$ cat src/rtl/gpio_input_capture.sv
// GPIO input capture: two-flop synchroniser, per-word debounce FSM, and
// pending/overrun bookkeeping for bus reads of the committed value.
module gpio_input_capture #(
  parameter int SIZE  = 32,
  parameter int CNT_W = 4
) (
  input  logic             clk,
  input  logic             rst,
  input  logic             en,
  input  logic [SIZE-1:0]  pins,
  input  logic [CNT_W-1:0] dbnc_len,
  input  logic             rd_ack,
  output logic [SIZE-1:0]  data,
  output logic             NewData,
  output logic             pending,
  output logic             overrun,
  output logic [1:0]       fsm_state
);

  typedef enum logic [1:0] {
    IDLE   = 2'd0,
    SETTLE = 2'd1,
    COMMIT = 2'd2
  } state_t;

  state_t           state;
  logic [SIZE-1:0]  sync_d;
  logic [SIZE-1:0]  sync_q;
  logic [SIZE-1:0]  cand;
  logic [CNT_W-1:0] cnt;
  logic             commit;

  assign fsm_state = state;

  // The edge on which data is loaded; shared with the pending/overrun flags.
  assign commit = en && (state == SETTLE) && (sync_q == cand) && (cnt == dbnc_len);

  always_ff @(posedge clk or negedge rst) begin
    if (!rst) begin
      sync_d <= '0;
      sync_q <= '0;
    end else begin
      sync_d <= pins;
      sync_q <= sync_d;
    end
  end

  always_ff @(posedge clk or negedge rst) begin
    if (!rst) begin
      state   <= IDLE;
      cand    <= '0;
      cnt     <= '0;
      data    <= '0;
      NewData <= 1'b0;
    end else if (!en) begin
      state   <= IDLE;
      NewData <= 1'b0;
    end else begin
      case (state)
        IDLE: begin
          NewData <= 1'b0;
          if (sync_q != data) begin
            cand  <= sync_q;
            cnt   <= '0;
            state <= SETTLE;
          end
        end
        SETTLE: begin
          if (sync_q != cand) begin
            // Bounce: restart the stability window on the new value.
            cand <= sync_q;
            cnt  <= '0;
            if (sync_q == data) state <= IDLE;
          end else if (cnt == dbnc_len) begin
            data    <= cand;
            NewData <= 1'b1;
            state   <= COMMIT;
          end else begin
            // Equality-only compare: a lowered dbnc_len makes cnt wrap.
            cnt <= cnt + CNT_W'(1);
          end
        end
        COMMIT: begin
          NewData <= 1'b0;
          state   <= IDLE;
        end
        default: begin
          NewData <= 1'b0;
          state   <= IDLE;
        end
      endcase
    end
  end

  // pending marks an unread commit; rd_ack retires it unless a commit lands
  // on the same edge, in which case the fresh value stays pending.
  always_ff @(posedge clk or negedge rst) begin
    if (!rst) begin
      pending <= 1'b0;
      overrun <= 1'b0;
    end else begin
      if (commit)      pending <= 1'b1;
      else if (rd_ack) pending <= 1'b0;

      if (commit && pending && !rd_ack) overrun <= 1'b1;
      else if (rd_ack && !commit)       overrun <= 1'b0;
    end
  end

endmodule

$ cat config.mk
export PLATFORM = sky130hd
export DESIGN_NAME = gpio_input_capture
export DESIGN_NICKNAME = d
export VERILOG_FILES = /design/src/rtl/gpio_input_capture.sv
export SDC_FILE = /design/constraint.sdc
export NUM_CORES = 1
export LEC_CHECK = 0
export CAP_MARGIN = 20
export CORE_MARGIN = 2
export CORE_UTILIZATION = 30
export CTS_CLUSTER_DIAMETER = 50
export DETAILED_ROUTE_END_ITERATION = 10
export GPL_TIMING_DRIVEN = 0
export PLACE_DENSITY_LB_ADDON = 0.08
export SLEW_MARGIN = 20
export SYNTH_ARGS = -nofsm -noshare
export SYNTH_HDL_FRONTEND = slang
export SYNTH_SLANG_ARGS = --single-unit
$ cat constraint.sdc
create_clock -name clk -period 2.6 [get_ports clk]
set_input_delay 0.26 -clock clk [delete_from_list [all_inputs] [get_ports clk]]
set_output_delay 0.26 -clock clk [all_outputs]
set_load 0.05 [all_outputs]
==> metrics.md <==
| Metric | Value |
|---|---|
| Status | complete, no violations |
| Register share of total power | 42.9% |
| Final worst slack | 0.125 ns |
| Layout cell share with drive strength beyond 1 | 28.2% |
| Vias/cell | 4.26 |
| Core Region | 0.0174 mm² |
| Worst vdd ir | 0.472 mV |
| Number of enable flip-flop cells after synthesis | 0 |
| ANT cells | 0 |
| Power Dens Cells | 750 mW/mm² |
| Synth Area per Inst | 15.7 µm² |
| CP required | 2.90 ns |
| Clk root buf | clkbuf_16 |
| Detailed Route WL | 11.7 mm |
| Combinational group share of total power | 6.7% |
| Number of setup violations in the final report | 0 |
| Placer congestion estimate | 0.685 |
| Clock power frac | 50.4% |
| Sw Pwr | 1.20 mW |
| Number of max-cap violations | 0 |
| Critical path capture point type | flop |
| Syn_nets | 381 |
| # nets final | 493 |
| Via count | 2,939 |
| Setup tns final | 0 ns |
| Final Max Slew Viols | 0 |
| CP max FO | 10 |
| Lkg Pwr | 3.32 nW |
| TritonCTS clock tree | done |
| Placed instance area | 0.00640 mm² |
| Crit share post-route | 95.2% |
| Switching share of total power | 21.9% |
| Clock sink count | 137 |
| Setup WS pre-CTS | -0.469 ns |
| Initial Util | 30.7% |
| CTS Buf Count | 17 |
| IO Port Bufs | 76 |
| Most common cell after layout, fill and taps aside | dfrtp_1 |
| Die H | 137 µm |
| Final ANT Viol Nets | 0 |
| Post-route minimum period | 2.48 ns |
| Mapped Area | 0.00533 mm² |
| Sequential area share after synthesis | 64.3% |
| Synth warn | 0 |
| Pin count of the biggest net entering global routing | 100 |
| Worst-Margin Slew | 0.555 ns |
| Final Hold Viols | 0 |
| Global route total overflow | 0 |
| Row count | 48 |
| Routed WL per cell | 17.0 µm |
| Total chip power | 5.49 mW |
| DRT Pass-1 Iters | 4 |
| Clock transition at the registers of the reported paths | 0.06 ns |
| GR Util All Layers | 13.4% |
| WS Path Type | flop to flop |
| Vias in the first global route | 3,219 |
| Syn-to-layout area delta | 37.2% |
| Clock Tree Buf Depth | 2 |
| Worst Skew | 0.00855 ns |
| Yosys cell types | 31 |
| Arr. time, crit path | 2.77 ns |
| Clk_lat worst skew | 0.42 ns |
| Achievable Freq | 404 MHz |
| Die Area | 0.0188 mm² |
| Critical Path Start Type | flop |
| I/O Pins | 77 |
| Drt drc | 0 |
| Global-route wire length before repair | 18.2 mm |
| Rel. slew slack | 62.7% |
| H-tree depth | 4 |
| Most frequent cells in the layout | dfrtp_1, clkdlybuf4s50_1, xor2_1 |
| Iteration-0 DRC Markers | 105 |
| Share of flip-flops with an asynchronous set or reset | 100% |
| Initial antenna violation count | 0 |
| Top FF cell, synth | dfrtp_1 |
| Yosys reg bits | 137 |
| DIE WIDTH | 137 µm |
| Hpwl dp | 7.66 mm |
| Design Area, Final | 0.00731 mm² |
| Cells after Synth | 340 |
| Internal power | 4.28 mW |
| Hold Crit Class | input pin to flop |
## metal layers
layer / vias up / global-route usage, % / share of wire, %
met1: 1468 / 18.0 / 47
met4: 0 / 4.98 / 1.2
met2: 55 / 19.9 / 47
met5: - / 0 / 0
met3: 11 / 4.78 / 5.0
li1: 1405 / - / -
## path summary, 6_finish.rpt
kind                             from          to  slack, ns  cells past startpoint
max                        sync_q[12]    cand[27]       0.12                      7
min                           pins[4]   sync_d[4]       0.27                      1
max reg2reg                sync_q[12]    cand[27]       0.12                      7
min reg2reg                sync_d[15]  sync_q[15]       0.35                      0
max in group asynchronous         rst    data[30]       1.46                      3
min in group asynchronous         rst      cnt[2]       0.31                      2
## synth_stat cells (2+ instances only)
cell type | count | share of area, %
a21oi_1 | 4 | 0.38
a31oi_1 | 2 | 0.23
buf_12 | 3 | 1.1
clkbuf_1 | 3 | 0.21
dfrtp_1 | 137 | 64
inv_1 | 7 | 0.49
mux2_2 | 36 | 7.6
mux2_4 | 28 | 7.9
nand2_1 | 6 | 0.42
nand3_1 | 2 | 0.19
nand4_1 | 4 | 0.47
nor2_1 | 5 | 0.35
nor4_1 | 17 | 2.0
o2111ai_1 | 2 | 0.33
o221ai_1 | 2 | 0.33
xor2_1 | 67 | 11
## power by group through the flow
stage,clock network (mW),logic (mW),registers (mW)
after floorplan,0,0.180,2.37
after global placement,0,0.339,2.39
after detailed placement,0,0.346,2.39
after CTS,2.84,0.361,2.36
after global routing,2.94,0.409,2.37
final,2.76,0.368,2.36
## cell families after synthesis
kind of cell	count (synthesis)	synth area share (%)
fa+ha+maj	1	0.235
flops	137	64.3
compound gates	16	2.09
simple gates	40	4.46
buf+inv	14	2.04
mux	64	15.5
xor+xnor	68	11.3
## registers in the layout, indices dropped and copies added (netlist names)
register   cells
overrun        1
cand          32
data          32
fsm_state      2
sync_q        32
cnt            4
sync_d        32
NewData        1
pending        1
## stage by stage
| step | utilization, % | cells | hold WS (ns) |
|---|---|---|---|
| 2_1_floorplan | - | 340 | -0.0356 |
| 3_3_place_gp | 36.7 | 641 | 0.332 |
| 3_5_place_dp | 36.9 | 642 | 0.157 |
| 4_1_cts | 41.2 | 677 | 0.252 |
| 5_1_grt | 42.1 | 690 | 0.249 |
| 6_report | 42.1 | 690 | 0.273 |
## cell type report
type	instances	area, µm²
repair buffers	93	955
multi-input cells	189	1840
inverters	7	26.3
clock inverters	14	241
fillers	1556	10000
well taps	225	282
flip-flops and latches	137	3430
clock buffers	18	439
plain buffers	7	103
## worst max-delay path, stage by stage, from the launching register on
cell and delay (ns):
dfrtp_1 0.42, xor2_1 0.17, nor4_1 0.35, nand4_1 0.28, nor2_4 0.29, o22ai_1 0.24, clkbuf_4 0.30, mux2_2 0.31
## what timing repair did
| item | in CTS | in global routing |
|---|---|---|
| endpoints found under the setup margin | 58 | 58 |
| resized for setup | 11 | 7 |
| gates cloned | 0 | 2 |
| pin swaps | 1 | 5 |
| setup buffers | 2 | 11 |
| hold endpoints to repair | 38 | 0 |
| hold buffers | 1 | 0 |
(Power assumes the default switching activity.)
